## src/rtl/qu_common_pkg.sv

```systemverilog
// ---------------------------------------------------------------------------
// qu_common: shared defaults for the rename/issue slice.
//   PHY_RF_DEPTH       number of physical registers
//   PHY_RF_ADDR_WIDTH  physical register index width
//   NUM_WB_PORTS       writeback clear ports
//   NUM_RD_PORTS       issue-side busy read ports
//   phyreg_addr_t      physical register index, shared with the map stage
// ---------------------------------------------------------------------------
package qu_common;

  localparam int PHY_RF_DEPTH      = 128;
  localparam int PHY_RF_ADDR_WIDTH = $clog2(PHY_RF_DEPTH);
  localparam int NUM_WB_PORTS      = 2;
  localparam int NUM_RD_PORTS      = 4;

  typedef logic [PHY_RF_ADDR_WIDTH-1:0] phyreg_addr_t;

endpackage

```

## src/rtl/busy_table_if.sv

```systemverilog
// ---------------------------------------------------------------------------
// busy_table_if: busy-table write interface from the map stage.
//   en                  map-stage enable (qualifies the write only)
//   busy_table_wr_en    write strobe
//   busy_table_wr_addr  physical register being allocated/freed
//   busy_table_data_in  1 = mark busy, 0 = mark free
// Modports: master = map stage, slave = busy table.
// ---------------------------------------------------------------------------
interface busy_table_if #(
  parameter int ADDR_W = qu_common::PHY_RF_ADDR_WIDTH
);

  logic              en;
  logic              busy_table_wr_en;
  logic [ADDR_W-1:0] busy_table_wr_addr;
  logic              busy_table_data_in;

  modport master (
    output en, busy_table_wr_en, busy_table_wr_addr, busy_table_data_in
  );

  modport slave (
    input en, busy_table_wr_en, busy_table_wr_addr, busy_table_data_in
  );

endinterface

```

## src/rtl/busy_table_checker.sv

```systemverilog
// ---------------------------------------------------------------------------
// busy_table_checker: sticky protocol-error flag for the busy table.
// Built only when QU_BUSY_TABLE_CHECK_EN is defined.
//   clk, rst   clock, synchronous active-high reset (clears err)
//   bits       current table contents
//   set_eff    effective map write this cycle; set_addr / set_data its payload
//   clr_eff    per-port effective writeback clear; clr_addr per-port address
//   err        sticky error: set-of-busy, clear-of-free (not also set),
//              or two clear ports naming one address
// ---------------------------------------------------------------------------
module busy_table_checker #(
  parameter int PHY_RF_DEPTH      = qu_common::PHY_RF_DEPTH,
  parameter int PHY_RF_ADDR_WIDTH = $clog2(PHY_RF_DEPTH),
  parameter int NUM_WB_PORTS      = qu_common::NUM_WB_PORTS
) (
  input  logic                                          clk,
  input  logic                                          rst,
  input  logic [PHY_RF_DEPTH-1:0]                       bits,
  input  logic                                          set_eff,
  input  logic [PHY_RF_ADDR_WIDTH-1:0]                  set_addr,
  input  logic                                          set_data,
  input  logic [NUM_WB_PORTS-1:0]                       clr_eff,
  input  logic [NUM_WB_PORTS-1:0][PHY_RF_ADDR_WIDTH-1:0] clr_addr,
  output logic                                          err
);

  logic hit;

  always_comb begin
    hit = set_eff && set_data && bits[set_addr];
    for (int i = 0; i < NUM_WB_PORTS; i++) begin
      // A clear of a free bit is legal when the map stage re-allocates it
      // in the same cycle.
      if (clr_eff[i] && !bits[clr_addr[i]] &&
          !(set_eff && set_data && (set_addr == clr_addr[i])))
        hit = 1'b1;
      for (int k = 0; k < i; k++) begin
        if (clr_eff[i] && clr_eff[k] && (clr_addr[i] == clr_addr[k]))
          hit = 1'b1;
      end
    end
  end

  always_ff @(posedge clk) begin
    if (rst)      err <= 1'b0;
    else if (hit) err <= 1'b1;
  end

endmodule

```

## src/rtl/busy_table.sv

```systemverilog
// ---------------------------------------------------------------------------
// busy_table: physical-register busy table (1 = result pending).
//   clk, rst     clock, synchronous active-high reset
//   map          busy_table_if.slave, map-stage write (set/free one entry)
//   flush        clears the whole table at the next edge
//   wb_clr_en    per-port writeback clear strobe (not gated by map.en)
//   wb_clr_addr  per-port register to clear
//   rd_addr      issue-side read addresses
//   rd_busy      combinational busy bits, writeback clears bypassed
//   busy_count   registered number of busy entries
//   err          sticky protocol error; only with QU_BUSY_TABLE_CHECK_EN
// Optional feature macro: QU_BUSY_TABLE_CHECK_EN.
// Edge priority: rst > flush > map write > writeback clear.
// ---------------------------------------------------------------------------
module busy_table #(
  parameter  int PHY_RF_DEPTH      = qu_common::PHY_RF_DEPTH,
  parameter  int PHY_RF_ADDR_WIDTH = $clog2(PHY_RF_DEPTH),
  parameter  int NUM_WB_PORTS      = qu_common::NUM_WB_PORTS,
  parameter  int NUM_RD_PORTS      = qu_common::NUM_RD_PORTS,
  localparam int CNT_W             = $clog2(PHY_RF_DEPTH + 1)
) (
  input  logic                                          clk,
  input  logic                                          rst,
  busy_table_if.slave                                   map,
  input  logic                                          flush,
  input  logic [NUM_WB_PORTS-1:0]                       wb_clr_en,
  input  logic [NUM_WB_PORTS-1:0][PHY_RF_ADDR_WIDTH-1:0] wb_clr_addr,
  input  logic [NUM_RD_PORTS-1:0][PHY_RF_ADDR_WIDTH-1:0] rd_addr,
  output logic [NUM_RD_PORTS-1:0]                       rd_busy,
  output logic [CNT_W-1:0]                              busy_count,
  output logic                                          err
);

  // Addresses past the last register only exist for non-power-of-2 depths.
  function automatic logic in_range(input logic [PHY_RF_ADDR_WIDTH-1:0] a);
    return int'(a) < PHY_RF_DEPTH;
  endfunction

  logic [PHY_RF_DEPTH-1:0] bits_q, bits_d, clr_mask;
  logic [NUM_WB_PORTS-1:0] clr_eff;
  logic                    set_eff, rise;
  logic [CNT_W-1:0]        n_fall, count_d;
  logic                    dup;

  // Effective writes and the one-hot mask of entries cleared this cycle.
  always_comb begin
    // NOTE: every variable driven here gets a default first, otherwise a
    // path that skips the assignment infers a latch.
    set_eff  = map.en && map.busy_table_wr_en && in_range(map.busy_table_wr_addr);
    clr_eff  = '0;
    clr_mask = '0;
    for (int i = 0; i < NUM_WB_PORTS; i++) begin
      clr_eff[i] = wb_clr_en[i] && in_range(wb_clr_addr[i]);
      if (clr_eff[i]) clr_mask[wb_clr_addr[i]] = 1'b1;
    end
  end

  // Next table state: clears first, then the map write overrides them.
  always_comb begin
    bits_d = bits_q & ~clr_mask;
    if (set_eff) bits_d[map.busy_table_wr_addr] = map.busy_table_data_in;
    if (flush)   bits_d = '0;
  end

  // Incremental count. At most one entry can rise (the map write); falls
  // come from a map free or from distinct clear addresses the map write
  // does not also target.
  always_comb begin
    rise   = set_eff && map.busy_table_data_in && !bits_q[map.busy_table_wr_addr];
    n_fall = '0;
    if (set_eff && !map.busy_table_data_in && bits_q[map.busy_table_wr_addr])
      n_fall = n_fall + CNT_W'(1);
    for (int i = 0; i < NUM_WB_PORTS; i++) begin
      dup = 1'b0;
      for (int k = 0; k < i; k++)
        if (clr_eff[k] && (wb_clr_addr[k] == wb_clr_addr[i])) dup = 1'b1;
      if (clr_eff[i] && !dup && bits_q[wb_clr_addr[i]] &&
          !(set_eff && (map.busy_table_wr_addr == wb_clr_addr[i])))
        n_fall = n_fall + CNT_W'(1);
    end
    count_d = flush ? '0 : busy_count + CNT_W'(rise) - n_fall;
  end

  // NOTE: the table is a flop array rather than a RAM, so it can and must
  // be reset; a RAM would need an explicit clearing sequence instead.
  always_ff @(posedge clk) begin
    // NOTE: sequential state uses non-blocking assignments so every flop
    // samples pre-edge values regardless of statement order.
    if (rst) begin
      bits_q     <= '0;
      busy_count <= '0;
    end else begin
      bits_q     <= bits_d;
      busy_count <= count_d;
    end
  end

  // Reads see the stored bit with same-cycle writeback clears bypassed;
  // a same-cycle map write is deliberately not forwarded.
  always_comb begin
    rd_busy = '0;
    for (int j = 0; j < NUM_RD_PORTS; j++)
      rd_busy[j] = in_range(rd_addr[j]) && bits_q[rd_addr[j]] && !clr_mask[rd_addr[j]];
  end

`ifdef QU_BUSY_TABLE_CHECK_EN
  busy_table_checker #(
    .PHY_RF_DEPTH      (PHY_RF_DEPTH),
    .PHY_RF_ADDR_WIDTH (PHY_RF_ADDR_WIDTH),
    .NUM_WB_PORTS      (NUM_WB_PORTS)
  ) u_checker (
    .clk      (clk),
    .rst      (rst),
    .bits     (bits_q),
    .set_eff  (set_eff),
    .set_addr (map.busy_table_wr_addr),
    .set_data (map.busy_table_data_in),
    .clr_eff  (clr_eff),
    .clr_addr (wb_clr_addr),
    .err      (err)
  );
`else
  assign err = 1'b0;
`endif

endmodule

```

## src/flat_wrapper.sv

```systemverilog
// flat-port wrapper written by rule: the top's interface ports become plain ports
module busy_table_flat 
#(
  parameter  int PHY_RF_DEPTH      = qu_common::PHY_RF_DEPTH,
  parameter  int PHY_RF_ADDR_WIDTH = $clog2(PHY_RF_DEPTH),
  parameter  int NUM_WB_PORTS      = qu_common::NUM_WB_PORTS,
  parameter  int NUM_RD_PORTS      = qu_common::NUM_RD_PORTS,
  localparam int CNT_W             = $clog2(PHY_RF_DEPTH + 1)
)
  (clk, rst, flush, wb_clr_en, wb_clr_addr, rd_addr, rd_busy, busy_count, err, map_en, map_busy_table_wr_en, map_busy_table_wr_addr, map_busy_table_data_in);
  busy_table_if map_i ();
  input  logic clk;
  input  logic rst;
  input  logic flush;
  input  logic [NUM_WB_PORTS-1:0] wb_clr_en;
  input  logic [NUM_WB_PORTS-1:0][PHY_RF_ADDR_WIDTH-1:0] wb_clr_addr;
  input  logic [NUM_RD_PORTS-1:0][PHY_RF_ADDR_WIDTH-1:0] rd_addr;
  output logic [NUM_RD_PORTS-1:0] rd_busy;
  output logic [CNT_W-1:0] busy_count;
  output logic err;
  input wire logic [$bits(map_i.en)-1:0] map_en;
  input wire logic [$bits(map_i.busy_table_wr_en)-1:0] map_busy_table_wr_en;
  input wire logic [$bits(map_i.busy_table_wr_addr)-1:0] map_busy_table_wr_addr;
  input wire logic [$bits(map_i.busy_table_data_in)-1:0] map_busy_table_data_in;
  assign map_i.en = map_en;
  assign map_i.busy_table_wr_en = map_busy_table_wr_en;
  assign map_i.busy_table_wr_addr = map_busy_table_wr_addr;
  assign map_i.busy_table_data_in = map_busy_table_data_in;
  busy_table #(.PHY_RF_DEPTH(PHY_RF_DEPTH), .PHY_RF_ADDR_WIDTH(PHY_RF_ADDR_WIDTH), .NUM_WB_PORTS(NUM_WB_PORTS), .NUM_RD_PORTS(NUM_RD_PORTS)) u_core (.clk(clk), .rst(rst), .map(map_i), .flush(flush), .wb_clr_en(wb_clr_en), .wb_clr_addr(wb_clr_addr), .rd_addr(rd_addr), .rd_busy(rd_busy), .busy_count(busy_count), .err(err));
endmodule
```

## config.mk

```make
export PLATFORM = sky130hd
export DESIGN_NAME = busy_table_flat
export DESIGN_NICKNAME = d
export VERILOG_FILES = /design/src/rtl/qu_common_pkg.sv /design/src/rtl/busy_table_if.sv /design/src/rtl/busy_table_checker.sv /design/src/rtl/busy_table.sv /design/src/flat_wrapper.sv
export SDC_FILE = /design/constraint.sdc
export NUM_CORES = 1
export LEC_CHECK = 0
export CORE_MARGIN = 2
export CORE_UTILIZATION = 30
export DETAILED_ROUTE_END_ITERATION = 8
export SETUP_SLACK_MARGIN = 0.05
export SKIP_CTS_REPAIR_TIMING = 1
export SYNTH_ARGS = -nofsm -noshare
export SYNTH_HDL_FRONTEND = slang
export SYNTH_SLANG_ARGS = --single-unit
```

## constraint.sdc

```tcl
create_clock -name clk -period 6 [get_ports clk]
set_input_delay 0.6 -clock clk [delete_from_list [all_inputs] [get_ports clk]]
set_output_delay 0.6 -clock clk [all_outputs]
set_load 0.01 [all_outputs]
```

==> qor.yml <==
status: "finished with violations"
violations: "max-capacitance violations, max-slew violations"
path_max_fanout: 12
endpoint_kind: "output pin"
top_layer: "met4"
die_h_um: 261
drive_above_1_share_pct: 26.7
finalCritPeriodShare_pct: 96.9
synth_area_leader_cell: "mux4_2"
crit_arrival_ps: 5210
power_mw: 3.16
p_leak_nw: 7.44
required_ps: 5400
clock_skew_ps: 20.5
placed_area_um2: 22500
core.rowCount: 94
synthesis.area_um2: 19700
setup.worst_path.start_class: "input pin"
synth_edf_count: 0
cts_buffers: 17
met2_length_mm: 51.9
yosysTopAreaCellShare_pct: 26.5
timing.slew.headroom_pct: -1.47
final_cell_count_no_fill: 3251
grt_pass1_vias: 22367
rrSetupSlack_ps: 980
layout_min_cycle_time_ps: 5810
synth_area_per_cell_um2: 8.65
placed_cells: 3217
hold_class: "flop to flop"
cts_tree: "built"
drv_slew: 16
yosysMostFrequentCell: "mux4_2"
synth_fp_nets: 2352
overflow: 0
clk_latency_ps: 460
synthArstFlopShare_pct: 0
io_pins: 70
synth_seq_cells: 136
fp.dieArea_um2: 67900
wl_met3_mm: 18.0
grt_max_degree: 78
postLayoutCellArea_um2: 23100
ys_types: 88
hpwl_mm: 93.5
critical_path_class: "input pin to output pin"
grt_pass1_wl_mm: 173
track_usage_pct: 35.6
synth.yosys.seq_area_share_pct: 13.8
whs_ps: 537
max-cap-violations: 1
place_congestion: 1.05
firstDrtPassIters: 6
start_util_pct: 30.1
nets: 2441
ys.warnings.count: 0
finalSetupTns_ps: 0
cts.sinks: 136
fmax_mhz: 172
tightest_slew_ps: 1520
synth_common_cells: "mux4_2 (232), nor2_1 (226), a21oi_1 (186), clkbuf_1 (181), o22ai_1 (142)"
ant_nets: 0
ys.flop_type: "dfxtp_1"
syn_to_final_growth_pct: 17.2
powerDensity_nw_per_um2: 136
drt_wl_total_mm: 124
first_iter_violations: 4632
viasPerCell: 7.39
fillerInstances: 6665
setup_viol: 0
die_w_um: 261
finalHoldViolCount: 0
core-area_um2: 65500
met1_length_mm: 44.9
peakVddDrop_mv: 0.169
cts-root-buf: "clkbuf_16"
post_drt_wl_per_cell_um: 38.0
antenna_found_initial: 5
synth_cells: 2283
clock_path_buffers: 2
port_buffers: 68
vias: 24023
rsz0062_at_grt: "false"
drt_drc_violations_left: 0
cts.htree.levels: 4
synthTopCellsByArea: "mux4_2 (26%), dfxtp_1 (14%), a32oi_1 (4.8%)"
cts.clk_slew.worst_paths_ps: 60
per-layer routing:
layer	vias to the layer above	track usage, %
li1	9539	-
met1	11738	45.2
met2	2255	53.4
met3	491	11.9
met4	0	19.2
met5	-	0
worst paths after layout:
path / start / endpoint / cells after the start
setup / recovery: wb_clr_addr[11] / rd_busy[1] / 12
hold / removal: u_core.bits_q[117] / u_core.bits_q[117] / 2
setup reg to reg: u_core.bits_q[49] / u_core.busy_count[6] / 23
hold reg to reg: u_core.bits_q[117] / u_core.bits_q[117] / 2
area by class of cell:
class | count | area (um2) | area share (%)
antenna | 2 | 5.00 | 0.0216
clock buffer | 20 | 447 | 1.93
clock inverter | 12 | 163 | 0.703
inverter | 34 | 128 | 0.551
multi-input combinational | 1825 | 15700 | 67.9
sequential | 136 | 2720 | 11.8
tap | 864 | 1080 | 4.67
timing repair buffer | 358 | 2880 | 12.4
layout by cell type (no fill, tap or decap), types with 10 or more instances in the layout:
| master | count |
|---|---|
| nand2b_1 | 21 |
| mux4_2 | 232 |
| dfxtp_1 | 136 |
| o22ai_1 | 142 |
| o21ai_0 | 55 |
| nand4_1 | 23 |
| mux2i_1 | 68 |
| clkdlybuf4s50_1 | 49 |
| a22oi_1 | 93 |
| xnor2_1 | 11 |
| or4bb_1 | 11 |
| ha_1 | 11 |
| clkbuf_16 | 17 |
| a32oi_1 | 109 |
| nand2_1 | 114 |
| o2111ai_1 | 12 |
| a2111oi_0 | 10 |
| buf_2 | 14 |
| o22a_1 | 18 |
| a211oi_1 | 18 |
| o211ai_1 | 17 |
| nor3_1 | 26 |
| o221ai_1 | 22 |
| buf_4 | 287 |
| inv_1 | 26 |
| nor2_1 | 225 |
| nor2b_1 | 29 |
| a31oi_1 | 15 |
| nand4b_1 | 14 |
| mux2_2 | 34 |
| a221oi_1 | 30 |
| and4b_1 | 10 |
| nand3_1 | 78 |
| a21oi_1 | 186 |
| xor2_1 | 18 |
| a22o_1 | 14 |
report_power, final:
group          internal (mW)  switching, mW
clock                  0.672          0.496
sequential             0.917         0.0128
combinational          0.375          0.683
metrics by stage:
stage	utilization [%]	setup WS [ps]
4_1_cts	35.3	373
2_1_floorplan	-	1110
5_1_grt	35.3	157
3_3_place_gp	34.4	129
6_report	35.3	187
3_5_place_dp	34.4	182
flip-flops by register name (all words and copies together) (netlist names):
| name | cells |
|---|---|
| u_core.bits_q | 128 |
| u_core.busy_count | 8 |
kinds of logic (layout without fill, tap and decap cells):
group | count (synthesis) | count (layout) | synth area share, %
fa+ha+maj | 12 | 12 | 0.798
buf+inv | 322 | 424 | 6.75
mux | 335 | 335 | 32.0
compound gates | 813 | 813 | 28.7
other cells | 1 | 3 | 0.0190
xor+xnor | 29 | 29 | 1.29
flops | 136 | 136 | 13.8
simple gates | 635 | 635 | 16.7
worst max-delay path, stage by stage:
cell and delay (ps):
clkdlybuf4s50_1 860, buf_4 410, or4b_2 760, o22ai_1 560
o22ai_1 180, o22ai_1 290, o2111ai_1 220, o311ai_0 170
o21ai_0 240, buf_4 200, o2bb2ai_1 180, clkdlybuf4s50_1 520
Note: power is estimated with default switching activity, not from simulation.
